## config.mk

```make
export PLATFORM = sky130hd
export DESIGN_NAME = pipe_ctrl
export DESIGN_NICKNAME = d
export VERILOG_FILES = /design/src/rtl/pipe_ctrl.sv
export SDC_FILE = /design/constraint.sdc
export NUM_CORES = 1
export LEC_CHECK = 0
export ABC_AREA = 1
export ABC_CLOCK_PERIOD_IN_PS = 3300
export CAP_MARGIN = 30
export CORE_ASPECT_RATIO = 1.25
export CORE_MARGIN = 2
export CORE_UTILIZATION = 43
export CTS_BUF_LIST = sky130_fd_sc_hd__clkbuf_8 sky130_fd_sc_hd__clkbuf_16
export CTS_CLUSTER_SIZE = 40
export DETAILED_ROUTE_END_ITERATION = 8
export PLACE_DENSITY = 0.84
export SLEW_MARGIN = 0
export SYNTH_ARGS = -nofsm -noshare
export SYNTH_HDL_FRONTEND = slang
export SYNTH_SLANG_ARGS = --single-unit
```

## constraint.sdc

```tcl
create_clock -name clk_i -period 3.3 [get_ports clk_i]
set_input_delay 0.33 -clock clk_i [delete_from_list [all_inputs] [get_ports clk_i]]
set_output_delay 0.33 -clock clk_i [all_outputs]
set_load 0.01 [all_outputs]
```

## src/rtl/pipe_ctrl.sv

```systemverilog
// Decode, EX control register and hazard unit for a 5-stage pipeline: load-use stall,
// multi-cycle MUL hold and taken-branch flush, sequenced by a RUN/MUL_BUSY/FLUSH FSM.
module pipe_ctrl #(
    parameter int REG_AW       = 5,
    parameter int MUL_LAT      = 4,
    parameter int BR_FLUSH_CYC = 1
) (
    input  logic              clk_i,
    input  logic              rst_i,
    input  logic              valid_i,
    input  logic [6:0]        Op_i,
    input  logic              funct7_0_i,
    input  logic [REG_AW-1:0] rs1_i,
    input  logic [REG_AW-1:0] rs2_i,
    input  logic [REG_AW-1:0] rd_i,
    input  logic              Zero_i,
    output logic [7:0]        ex_sig_o,
    output logic [REG_AW-1:0] ex_rd_o,
    output logic              stall_o,
    output logic              pc_write_o,
    output logic              ifid_write_o,
    output logic              flush_o,
    output logic              mul_busy_o,
    output logic [1:0]        dbg_state_o,
    output logic [3:0]        dbg_cnt_o
);

    localparam logic [6:0] OP_R  = 7'b0110011;
    localparam logic [6:0] OP_I  = 7'b0010011;
    localparam logic [6:0] OP_LD = 7'b0000011;
    localparam logic [6:0] OP_ST = 7'b0100011;
    localparam logic [6:0] OP_BR = 7'b1100011;

    localparam bit         MUL_MULTI  = (MUL_LAT > 1);
    localparam bit         FLUSH_MULTI = (BR_FLUSH_CYC > 1);
    localparam logic [3:0] MUL_CNT0   = 4'(MUL_LAT - 1);
    localparam logic [3:0] FLUSH_CNT0 = 4'(BR_FLUSH_CYC - 1);

    typedef enum logic [1:0] {
        ST_RUN      = 2'd0,
        ST_MUL_BUSY = 2'd1,
        ST_FLUSH    = 2'd2
    } state_t;

    state_t            state_q, state_d;
    logic [3:0]        cnt_q, cnt_d;
    logic [7:0]        ex_sig_q, ex_sig_d;
    logic [REG_AW-1:0] ex_rd_q, ex_rd_d;

    logic [7:0] dec_sig;
    logic       in_run;
    logic       rs_match;
    logic       lu;
    logic       tb;
    logic       mul_acc;

    // Control word layout: RegWrite MemtoReg MemRead MemWrite ALUOp[1:0] ALUSrc Branch.
    always_comb begin
        dec_sig = 8'h00;
        if (valid_i) begin
            case (Op_i)
                OP_R:    dec_sig = 8'h88;
                OP_I:    dec_sig = 8'h8E;
                OP_LD:   dec_sig = 8'hE2;
                OP_ST:   dec_sig = 8'h12;
                OP_BR:   dec_sig = 8'h05;
                default: dec_sig = 8'h00;
            endcase
        end
    end

    always_comb begin
        in_run   = (state_q == ST_RUN);
        rs_match = (ex_rd_q != '0) && ((ex_rd_q == rs1_i) || (ex_rd_q == rs2_i));
        lu       = in_run && valid_i && ex_sig_q[5] && rs_match;
        tb       = in_run && !lu && valid_i && (Op_i == OP_BR) && Zero_i;
        mul_acc  = in_run && !lu && valid_i && (Op_i == OP_R) && funct7_0_i;
    end

    always_comb begin
        state_d  = state_q;
        cnt_d    = cnt_q;
        ex_sig_d = ex_sig_q;
        ex_rd_d  = ex_rd_q;
        case (state_q)
            ST_RUN: begin
                if (lu) begin
                    ex_sig_d = 8'h00;
                    ex_rd_d  = '0;
                end else begin
                    ex_sig_d = dec_sig;
                    ex_rd_d  = (dec_sig == 8'h00) ? '0 : rd_i;
                    if (tb && FLUSH_MULTI) begin
                        state_d = ST_FLUSH;
                        cnt_d   = FLUSH_CNT0;
                    end else if (mul_acc && MUL_MULTI) begin
                        state_d = ST_MUL_BUSY;
                        cnt_d   = MUL_CNT0;
                    end
                end
            end
            // EX keeps the MUL in place; the stalled ID instruction waits.
            ST_MUL_BUSY: begin
                if (cnt_q <= 4'd1) begin
                    state_d = ST_RUN;
                    cnt_d   = 4'd0;
                end else begin
                    cnt_d = cnt_q - 4'd1;
                end
            end
            ST_FLUSH: begin
                ex_sig_d = 8'h00;
                ex_rd_d  = '0;
                if (cnt_q <= 4'd1) begin
                    state_d = ST_RUN;
                    cnt_d   = 4'd0;
                end else begin
                    cnt_d = cnt_q - 4'd1;
                end
            end
            default: begin
                state_d = ST_RUN;
                cnt_d   = 4'd0;
            end
        endcase
    end

    always_ff @(posedge clk_i) begin
        if (!rst_i) begin
            state_q  <= ST_RUN;
            cnt_q    <= 4'd0;
            ex_sig_q <= 8'h00;
            ex_rd_q  <= '0;
        end else begin
            state_q  <= state_d;
            cnt_q    <= cnt_d;
            ex_sig_q <= ex_sig_d;
            ex_rd_q  <= ex_rd_d;
        end
    end

    // Hazard controls read idle while reset is held, even before the first edge clears state.
    always_comb begin
        stall_o      = rst_i && (lu || (state_q == ST_MUL_BUSY));
        flush_o      = rst_i && (tb || (state_q == ST_FLUSH));
        mul_busy_o   = rst_i && (state_q == ST_MUL_BUSY);
        pc_write_o   = !stall_o;
        ifid_write_o = !stall_o;
    end

    assign ex_sig_o    = ex_sig_q;
    assign ex_rd_o     = ex_rd_q;
    assign dbg_state_o = state_q;
    assign dbg_cnt_o   = cnt_q;

endmodule

```

; After elaboration in Yosys (flattened, before gate mapping)
; Index checks and enable logic that the tools add are counted.
; Widths: inputs -> output; s select.
[totals]
inputBits = 27
latchBits = 0
ram_bits = 0
out_inout_bits = 24
mem_bits_ro = 0
register_bits = 19
memories = 0
elab_cells = 58
[op_classes]
muxes = 15
shift = 0
n_div = 0
order_cmp = 1
n_reduce_logical = 25
mul = 0
add_sub_neg = 1
bitwise_logic = 0
eq_ne = 12
[ops]
columns = operator, count
row1 = $pmux 8 s5, 1
row2 = $mux 8, 2
row3 = $pmux 8 s2, 1
row4 = $eq 7x6->1 const B, 2
row5 = $logic_and 1x1->1, 13
row6 = $mux 4, 3
row7 = $eq 5x5->1, 2
row8 = $mux 5, 2
row9 = $pmux 5 s2, 1
row10 = $logic_not 8->1, 1
row11 = $pmux 4 s2, 1
row12 = $eq 7x2->1 const B, 1
row13 = $eq 7x5->1 const B, 1
row14 = $eq 7x7->1 const B, 1
row15 = $mux 2, 3
row16 = $reduce_bool 5->1, 1
row17 = $le 4x1->1 const B, 1
row18 = $ne 2x1->1 const B, 2
row19 = $pmux 2 s2, 1
row20 = $sub 4x1->4 const B, 1
row21 = $logic_or 1x1->1, 3
row22 = $reduce_and 3->1, 1
row23 = $eq 2x1->1 const B, 1
row24 = $eq 2x2->1 const B, 1
row25 = other kinds (6), 7

; Depth between registers and ports, before layout
; Gate-level depths: netlist (run 1).
[depth]
word_depth = 12
ltp_mapped = 10
mapped_depth_nobuf = 10

; Worst setup path before layout (run 1)
; OpenSTA, ideal clock, no wires.
[synth_path]
path_type = reg-to-output
from = reg state_q[0] (netlist: dbg_state_o[0])
to = out flush_o
path_buffers = 1
path_stages_with_launch = 8
setup_slack_ps = 1726
t_required_ps = 2970
t_arrival_ps = 1244
cell_sequence = dfxtp_1 -> clkbuf_1 -> nor2_1 -> nand3_1 -> inv_1 -> nand2_4 -> nand4_4 -> nor3_1
[synth_between]
elab_chain_cells = 11
elab_cells_between_ends = 12
classes_between = eq/ne (1) / reduce/logical (11)
[synth_rtl]
columns = element, line
row1 = from (decl), 45  ; state_t state_q, state_d;
row2 = from (signal assigned), 135  ; state_q <= state_d;
row3 = $logic_not 2->1, 73  ; in_run = (state_q == ST_RUN);
row4 = $logic_and 1x1->1 (3 in series), 75  ; lu = in_run && valid_i && ex_sig_q[5] && rs_match;
row5 = $logic_not 1->1, 76  ; tb = in_run && !lu && valid_i && (Op_i == OP_BR) && Zero_i;
row6 = $logic_and 1x1->1 (4 in series), 76
row7 = $logic_or 1x1->1 *, 145  ; flush_o = rst_i && (tb || (state_q == ST_FLUSH));
row8 = $logic_and 1x1->1 *, 145
row9 = to (decl), 22  ; output logic flush_o,
; Every way passes the cells marked *; elsewhere a longest branch is shown, timed or not.

; Worst setup path in the final report (run 1)
[layout_path]
from = in Op_i[0]
to = out flush_o
[layout_between]
elab_chain_cells = 5
[layout_rtl]
columns = element, line
row1 = from (decl), 11  ; input logic [6:0] Op_i,
row2 = $eq 7x7->1, 76
row3 = $logic_and 1x1->1 (2 in series), 76
row4 = $logic_or 1x1->1, 145
row5 = $logic_and 1x1->1, 145
; Every way passes these cells.

==> results.toml, run 1 <==
[run_status]
outcome = "completed"

[global_routing]
grt_pass1_wl_um = 4100
grt-busiest-layer = "met2"
antenna_violations_before_repair = 0
grt-ovfl-total = 0
met2_usage = 0.390
vias_in_the_first_global_route = 1065
groute.usage.overall = 0.201
met1_usage = 0.190
pin_count_of_the_biggest_net_entering_global_routing = 11
grt_met3_use = 0.0274

[sta]
final.period_utilization = 0.760
achievable-frequency_ghz = 0.399
finalWorstPathRequiredPeriod_ps = 2510
setup-tns-final_ps = 0
setup_slack_ps = 791
setup_viol = 0
skew_ps = 4.10
unrepaired_setup_endpoints_after_global_routing = "false"
final_hold_violations = 0
timing_max_transition_violations_final = 0

[routing]
route.detailed.wl_per_inst_um = 11.5
initialDrtViolationCount = 22
viasPerCell = 4.89
postRouteWirelength_um = 2710
routed-via-count = 1153
ant_nets = 0
dr.pass1.iters = 4
drcViolationCount = 0

[cts]
h_tree_levels = 1
cts_buffers = 3
postCtsResizedCells = 0
cts_tree = "built"
cts.hold.buffers_added = 0
post_cts.repair.setup_buffers = 0
clk-insertion-delay-late_ps = 250
path_clk_slew_ps = 70
ctsRootBufferMaster = "sky130_fd_sc_hd__clkbuf_8"
cts.sink_count = 17
clk_path_buf_depth = 2

[place]
number_of_port_buffers = 49
place_worst_setup_slack_ps = 772
place.gp.congestion = 0.823
dp_hpwl_um = 2210

[floorplanning]
fp.dieH_um = 59.1
die_w_um = 48.1
placeableCoreArea_sq_mm = 0.00226
dieArea_sq_mm = 0.00284
num_io_pins = 51
initial_core_utilization = 0.463
row_count = 19

[yosys]
synth-simple-area-share = 0.368
post_synth_xor_area_fraction = 0.0251
synth_cells = 156
synth_top_family_by_area = "simple AND/OR/NAND/NOR gates"
synthTopCellsByArea = "sky130_fd_sc_hd__dfxtp_1 (33%), sky130_fd_sc_hd__nand2_1 (17%), sky130_fd_sc_hd__inv_1 (8.3%)"
syn_area_sq_mm = 0.00104
mappedNetlistNets = 185
synth.distinct_cells = 28
synth_most_common_cell = "sky130_fd_sc_hd__nand2_1"
async_flop_share = 0
yosys-top-cells-count = "sky130_fd_sc_hd__nand2_1 (47), sky130_fd_sc_hd__inv_1 (23), sky130_fd_sc_hd__dfxtp_1 (17), sky130_fd_sc_hd__o21ai_0 (10), sky130_fd_sc_hd__nor2_1 (8)"
synth-edff-count = 0
postSynthRegisterBits = 17
synth_compound_area_frac = 0.132
yosys.area_share.adder = 0.0240
synth_area_leader_cell = "sky130_fd_sc_hd__dfxtp_1"
synth_mux_area_frac = 0
yosys.area.top_type_share = 0.326
synth-seq-area-share = 0.326
ys_warn_count = 0
synth-main-ff-cell = "sky130_fd_sc_hd__dfxtp_1"
syn_avg_cell_area_sq_um = 6.70

[setup_path]
critical_path.cell_chain = "clkdlybuf4s50_1 -> nand2_1 -> nor3_4 -> inv_2 -> nor3_2 -> nand2_1 -> nor3_1 -> clkdlybuf4s50_1"
endpoint_kind = "output port"
timing.rr.start = "dbg_cnt_o[0]"
worst-endpoint-arrival_ps = 2180
critPathBufInv = 3
worstSetupStartpointType = "input pin"
worst-r2r-cell-count = 7
worstSetupPathDepth = 8
critical_path_peak_fanout = 6
timing_worst_setup_path_type = "in -> out"
cp_slowest_cell = "sky130_fd_sc_hd__clkdlybuf4s50_1"
critPathTopFamily = "buffers and inverters"
cp_data_required_time_ps = 2970
slowest_cell_delay_on_critical_path_ps = 560
worstSetupStartpoint = "Op_i[0]"

[layout]
drive_gt1_frac = 0.0829
finalCoreUtilization = 0.706
area_delta_synth_final_pct = 52.6
antenna_cells = 0
finalNetCount = 235

[power]
pwr_density_cell_mw_per_mm2 = 267
worst_ir_drop_vdd_v = 0.000200
p_leak_uw = 0.000670

[hold_path]
min_path_type = "reg -> reg"
worstHoldStart = "ex_sig_o[7]"
hold-path-cell-count = 2

[flow_run]
cap_viol_max_count = 0
[cells by family (layout without fill, tap and decap cells)]
logic type / count (synthesis) / count (layout)
other cells: 1 / 1
buf+inv: 31 / 80
simple gates: 78 / 78
compound gates: 24 / 24
xor+xnor: 3 / 3
fa+ha+maj: 2 / 2
flops: 17 / 17
[cells in the final DEF, fill, tap and decap left out]
cell type | Yosys | final
sky130_fd_sc_hd__a211oi_1 | 1 | 1
sky130_fd_sc_hd__a21oi_1 | 5 | 5
sky130_fd_sc_hd__clkbuf_8 | 0 | 3
sky130_fd_sc_hd__clkdlybuf4s50_1 | 0 | 49
sky130_fd_sc_hd__clkinv_1 | 1 | 1
sky130_fd_sc_hd__clkinv_2 | 0 | 1
sky130_fd_sc_hd__conb_1 | 1 | 1
sky130_fd_sc_hd__dfxtp_1 | 17 | 17
sky130_fd_sc_hd__ha_1 | 2 | 2
sky130_fd_sc_hd__inv_1 | 23 | 23
sky130_fd_sc_hd__inv_2 | 3 | 3
sky130_fd_sc_hd__nand2_1 | 47 | 47
sky130_fd_sc_hd__nand2_2 | 2 | 2
sky130_fd_sc_hd__nand2_4 | 1 | 1
sky130_fd_sc_hd__nand3_1 | 7 | 7
sky130_fd_sc_hd__nand3_2 | 1 | 1
sky130_fd_sc_hd__nand4_1 | 3 | 3
sky130_fd_sc_hd__nand4_4 | 1 | 1
sky130_fd_sc_hd__nor2_1 | 8 | 8
sky130_fd_sc_hd__nor3_1 | 4 | 4
sky130_fd_sc_hd__nor3_2 | 1 | 1
sky130_fd_sc_hd__nor3_4 | 2 | 2
sky130_fd_sc_hd__o211ai_1 | 2 | 2
sky130_fd_sc_hd__o21ai_0 | 10 | 10
sky130_fd_sc_hd__o21ai_2 | 1 | 1
sky130_fd_sc_hd__o22ai_1 | 5 | 5
sky130_fd_sc_hd__or2_2 | 1 | 1
sky130_fd_sc_hd__xnor2_1 | 2 | 2
sky130_fd_sc_hd__xor2_1 | 1 | 1
[per-stage QoR]
step	instances	area, sq um	power (uW)	hold slack, ps
after floorplan	156	1040	235	453
after global routing	236	1590	443	498
final	236	1590	425	460
after global placement	232	1550	275	449
after CTS	236	1590	431	466
after detailed placement	232	1550	277	448
[power breakdown]
part | switching (uW) | total (uW) | leakage (uW) | internal (uW)
Sequential | 0.621 | 206 | 0.000137 | 206
Clock | 69.2 | 153 | 0.0000255 | 83.7
Combinational | 28.2 | 65.9 | 0.000508 | 37.7
Total | 98.0 | 425 | 0.000670 | 327
[cell type report]
class                           instances  area, sq um
Timing Repair Buffer                   49          490
Clock inverter                          1         5.00
Multi-Input combinational cell        108          577
Sequential cell                        17          340
Tap cell                               31         38.8
Inverter                               27          101
Clock buffer                            3         41.3
Fill cell                             178          664
[path summary, 6_finish.rpt]
check | end | slack [ps]
max reg2reg | dbg_cnt_o[0] | 1770
min | ex_sig_o[7] | 460
min reg2reg | ex_sig_o[7] | 460
max | flush_o | 790
[worst reg2reg max path, stage by stage, from the launching register on]
cell	delay, ps
sky130_fd_sc_hd__dfxtp_1	390
sky130_fd_sc_hd__inv_1	80
sky130_fd_sc_hd__ha_1	220
sky130_fd_sc_hd__o21ai_0	270
sky130_fd_sc_hd__inv_1	130
sky130_fd_sc_hd__o21ai_0	160
sky130_fd_sc_hd__nand2_1	70
sky130_fd_sc_hd__a21oi_1	130
[layer usage]
layer | part of all wire | wire [um] | vias to the layer above
met5 | 0 | 0 | -
met4 | 0.015 | 41 | 0
met3 | 0.051 | 138 | 4
met2 | 0.55 | 1480 | 38
met1 | 0.39 | 1050 | 521
li1 | - | - | 590
[flip-flops by register name, summed over array words and instances, names as in the netlist]
register and cells:
dbg_cnt_o 4, ex_sig_o 7, dbg_state_o 1, ex_rd_o 5
Power figures use the tool's default switching activity.
==> inputs of run 2 (changes only) <==
ABC_CLOCK_PERIOD_IN_PS = 2100   (was 3300)
CORE_UTILIZATION = 36   (was 43)
PLACE_DENSITY = 0.75   (was 0.84)
clock period = 2.1 ns   (was 3.3 ns; I/O delays follow)
==> run 2 against run 1 <==
Sequential power rose by 57%; clock power rose by 55%; critical path depth grew 4; combinational power up 68%; non-clock buffer count increased by 11; core utilization decreased by 9.1 points; largest power group unchanged.
==> results.toml, run 2 (same netlist as run 1, synthesis figures left out) <==
[place]
place_worst_setup_slack_ps = -81.5
place.gp.congestion = 0.795
number_of_port_buffers = 49
dp_hpwl_um = 2240
postPlaceCellArea_sq_mm = 0.00163

[cts]
h_tree_levels = 1
cts.hold.buffers_added = 0
path_clk_slew_ps = 60
cts_buffers = 3
post_cts.repair.setup_buffers = 0
ctsRootBufferMaster = "sky130_fd_sc_hd__clkbuf_8"
cts.sink_count = 17
clk-insertion-delay-late_ps = 250
cts_tree = "built"
clk_path_buf_depth = 2

[floorplanning]
dieArea_sq_mm = 0.00335
initial_core_utilization = 0.382
placeableCoreArea_sq_mm = 0.00273
die_w_um = 52.2
row_count = 21
fp.dieH_um = 64.2
num_io_pins = 51

[global_routing]
pin_count_of_the_biggest_net_entering_global_routing = 10
antenna_violations_before_repair = 0
groute.usage.overall = 0.173
grt-ovfl-total = 0
grt_pass1_wl_um = 4530
vias_in_the_first_global_route = 1187

[power]
worst_ir_drop_vdd_v = 0.000411
pwr_density_cell_mw_per_mm2 = 401
totalPowerFinal_uw = 673
p_leak_uw = 0.000732

[routing]
initialDrtViolationCount = 14
postRouteWirelength_um = 2680
drcViolationCount = 0
viasPerCell = 4.78
route.detailed.wl_per_inst_um = 10.7
routed-via-count = 1196
dr.pass1.iters = 4
ant_nets = 0

[run_status]
outcome = "completed"

[layout]
area_used_by_sequential_logic_in_the_layout_sq_um = 342
mostFrequentLayoutCell = "sky130_fd_sc_hd__nand2_1"
multiInputGateArea_sq_um = 577
final.fill_count = 260
largest_register_ff_count = 7
area_delta_synth_final_pct = 60.7
drive_gt1_frac = 0.130
antenna_cells = 0
stdcell_area_sq_mm = 0.00168
final_cell_mix = "sky130_fd_sc_hd__nand2_1 (47), sky130_fd_sc_hd__clkdlybuf4s50_1 (45), sky130_fd_sc_hd__inv_1 (24)"
finalNetCount = 246

[flow_run]
cap_viol_max_count = 0

[sta]
unrepaired_setup_endpoints_after_global_routing = "false"
setup_viol = 0
final_hold_violations = 0
skew_ps = 1.39
final.period_utilization = 0.899
timing_max_transition_violations_final = 0
setup_slack_ps = 212
achievable-frequency_ghz = 0.530
finalWorstPathRequiredPeriod_ps = 1890
hold-worst-slack_ps = 469

[setup_path]
worst-endpoint-arrival_ps = 1680
cp_data_required_time_ps = 1890
endpoint_kind = "output port"
timing_worst_setup_path_type = "in -> out"
critical_path_peak_fanout = 3
worstSetupStartpointType = "input pin"

[hold_path]
min_path_type = "reg -> reg"
[run 2: cell count changes in the layout (fill, tap and decap cells not counted)]
| cell | delta |
|---|---|
| sky130_fd_sc_hd__inv_1 | +1 |
| sky130_fd_sc_hd__dfxtp_1 | -1 |
| sky130_fd_sc_hd__dlymetal6s2s_1 | +1 |
| sky130_fd_sc_hd__dfxtp_2 | +1 |
| sky130_fd_sc_hd__dlygate4sd2_1 | +3 |
| sky130_fd_sc_hd__clkdlybuf4s50_1 | -4 |
| sky130_fd_sc_hd__clkinv_2 | -1 |
| sky130_fd_sc_hd__buf_4 | +11 |
[run 2: layout make-up]
type                    instances  area share
multi-input cells             108       0.344
clock inverters                 1     0.00224
well taps                      34      0.0253
clock buffers                   3      0.0246
repair buffers                 60       0.341
flip-flops and latches         17       0.203
inverters                      27      0.0604
[run 2: final timing paths]
check                from            to  slack (ps)  depth (start not counted)
max              rs1_i[0]       stall_o         210                         12
min           ex_sig_o[4]   ex_sig_o[4]         470                          2
max reg2reg  dbg_cnt_o[0]  dbg_cnt_o[0]         610                          7
min reg2reg   ex_sig_o[4]   ex_sig_o[4]         470                          2
[run 2: timing repair]
action	CTS	global route
endpoints found under the hold margin	0	0
resized for setup	4	1
pin swaps	0	0
gates cloned	0	0
endpoints found under the setup margin	3	1
[run 2: power by group]
group	total, uW	internal [uW]	switching [uW]	leakage [uW]
Combinational	111	66.4	45.0	0.000567
Clock	237	130	107	0.0000269
Sequential	324	323	0.949	0.000137
[run 2: critical path: stages]
cell,delay (ps)
sky130_fd_sc_hd__clkdlybuf4s50_1,480
sky130_fd_sc_hd__inv_1,40
sky130_fd_sc_hd__nand2_1,60
sky130_fd_sc_hd__nand2_1,50
sky130_fd_sc_hd__nor2_1,120
sky130_fd_sc_hd__nand3_1,100
sky130_fd_sc_hd__nand2_2,90
sky130_fd_sc_hd__nand2_4,60
sky130_fd_sc_hd__nand2_1,60
sky130_fd_sc_hd__nand2_1,70
sky130_fd_sc_hd__inv_1,60
sky130_fd_sc_hd__dlygate4sd2_1,260
[run 2: metal layers]
metal / part of all wire / global-route usage / vias to the layer above
met4: 0.014 / 0.0833 / 0
met1: 0.40 / 0.190 / 540
met3: 0.043 / 0.0164 / 4
li1: - / - / 617
met5: 0 / 0 / -
met2: 0.54 / 0.318 / 35
[run 2: stage by stage]
| step | instances | util | setup TNS (ps) |
|---|---|---|---|
| 2_1_floorplan | 156 | - | 0 |
| 3_3_place_gp | 246 | 0.598 | -47.8 |
| 3_5_place_dp | 246 | 0.598 | -148 |
| 4_1_cts | 250 | 0.614 | 0 |
| 5_1_grt | 250 | 0.614 | 0 |
| 6_report | 250 | 0.614 | 0 |
==> inputs of run 3 (changes only) <==
--- a/constraint.sdc
+++ b/constraint.sdc
@@ -3,2 +3,2 @@
 set_output_delay 0.21 -clock clk_i [all_outputs]
-set_load 0.01 [all_outputs]
+set_load 0.05 [all_outputs]
==> run 3 against run 2 <==
Hold slack worse by 8.4 ps; clock power is essentially flat; sequential power hardly changed; flip-flop and latch count stayed put; clock skew is 2.7 ps higher; largest cell class unchanged.
==> results.toml, run 3 (same netlist as run 1, synthesis figures left out) <==
[floorplanning]
num_io_pins = 51
placeableCoreArea_sq_mm = 0.00273
row_count = 21
initial_core_utilization = 0.382
dieArea_sq_mm = 0.00335
fp.dieH_um = 64.2
die_w_um = 52.2

[sta]
timing.max_slew.rel_slack = 0.650
final_hold_violations = 0
setup_viol = 0
timing_max_transition_violations_final = 0
skew_ps = 4.08
final.period_utilization = 0.913
achievable-frequency_ghz = 0.521
finalWorstPathRequiredPeriod_ps = 1920
hold-worst-slack_ps = 460
setup-tns-final_ps = 0
unrepaired_setup_endpoints_after_global_routing = "false"
slew_worst_pin_ps = 523

[flow_run]
cap_viol_max_count = 0

[cts]
cts.sink_count = 17
ctsRootBufferMaster = "sky130_fd_sc_hd__clkbuf_8"
path_clk_slew_ps = 70
postCtsResizedCells = 0
clk-insertion-delay-late_ps = 250
cts_tree = "built"
cts_buffers = 3
post_cts.repair.setup_buffers = 0
cts.hold.buffers_added = 0
h_tree_levels = 1
clk_path_buf_depth = 2

[hold_path]
min_path_type = "reg -> reg"

[global_routing]
grt_pass1_wl_um = 4380
grt-ovfl-total = 0
pin_count_of_the_biggest_net_entering_global_routing = 11
groute.usage.overall = 0.171
met1_usage = 0.168
grt-busiest-layer = "met2"
antenna_violations_before_repair = 0
vias_in_the_first_global_route = 1108
met2_usage = 0.335
grt_met3_use = 0.0187

[power]
p_leak_uw = 0.000698
pwr_density_cell_mw_per_mm2 = 403
worst_ir_drop_vdd_v = 0.000321

[setup_path]
critical_path_peak_fanout = 5
worst-endpoint-arrival_ps = 1710
endpoint_kind = "output port"
timing_worst_setup_path_type = "reg -> out"
cp_data_required_time_ps = 1890
ff2ff_setup_slack_ps = 560
worstSetupStartpointType = "register"

[routing]
viasPerCell = 4.83
ant_nets = 0
route.detailed.wl_per_inst_um = 11.4
routed-via-count = 1163
dr.pass1.iters = 4
drcViolationCount = 0
initialDrtViolationCount = 22
postRouteWirelength_um = 2760

[layout]
area_delta_synth_final_pct = 60.2
largest_register_ff_count = 7
mostFrequentLayoutCell = "sky130_fd_sc_hd__nand2_1"
layout.cells.non_filler = 241
finalNetCount = 237
antenna_cells = 0
drive_gt1_frac = 0.130
final_cell_mix = "sky130_fd_sc_hd__nand2_1 (46), sky130_fd_sc_hd__clkdlybuf4s50_1 (44), sky130_fd_sc_hd__inv_1 (22)"

[place]
dp_hpwl_um = 2200
place.gp.congestion = 0.820
number_of_port_buffers = 49
placedCellCount = 237

[run_status]
outcome = "completed"
run 3: cell types whose count changed in the layout (fill, tap and decap cells not counted), sizes merged:
| cell | previous run | this run |
|---|---|---|
| buf | 11 | 7 |
| clkinvlp | 0 | 1 |
| dlymetal6s2s | 1 | 0 |
| clkinv | 1 | 2 |
| dlygate4sd2 | 3 | 0 |
| clkdlybuf4s50 | 45 | 44 |
| inv | 27 | 25 |
run 3: final cells by class:
cell class | count | area (sq um)
multi-input cells | 108 | 584
repair buffers | 51 | 556
clock buffers | 3 | 41.3
well taps | 34 | 42.5
fillers | 254 | 1060
flip-flops and latches | 17 | 340
inverters | 27 | 105
clock inverters | 1 | 5.00
run 3: worst max-delay path: stages, from the launching register on:
cell	delay, ps
sky130_fd_sc_hd__dfxtp_1	360
sky130_fd_sc_hd__nor3_1	210
sky130_fd_sc_hd__nand3_1	120
sky130_fd_sc_hd__nand3_1	80
sky130_fd_sc_hd__inv_1	60
sky130_fd_sc_hd__nand2_4	100
sky130_fd_sc_hd__nand2_1	70
sky130_fd_sc_hd__nand2_2	160
sky130_fd_sc_hd__clkinvlp_4	130
sky130_fd_sc_hd__buf_12	150
run 3: per-stage QoR:
stage	utilization	instance area, sq um	power (uW)	setup slack [ps]
floorplan	-	1060	377	-18.4
global placement	0.596	1630	441	271
detailed placement	0.596	1630	444	225
CTS	0.613	1670	681	188
global route	0.613	1670	705	65.1
finish	0.613	1670	675	182
run 3: per-layer routing:
metal | vias up | part of all wire
met5 | - | 0
met4 | 0 | 0.0087
met3 | 2 | 0.055
met2 | 42 | 0.54
met1 | 520 | 0.39
li1 | 599 | -
run 3: worst paths after layout:
check / cells after the start / from / to
setup / recovery: 9 / ex_rd_o[2] / stall_o
hold / removal: 2 / ex_sig_o[3] / ex_sig_o[3]
hold reg to reg: 2 / ex_sig_o[3] / ex_sig_o[3]
setup reg to reg: 7 / dbg_cnt_o[0] / dbg_cnt_o[0]
run 3: power breakdown:
part | total (uW) | internal [uW] | switching, uW
clock network | 238 | 131 | 106
registers | 324 | 323 | 1.04
logic | 113 | 61.4 | 51.5
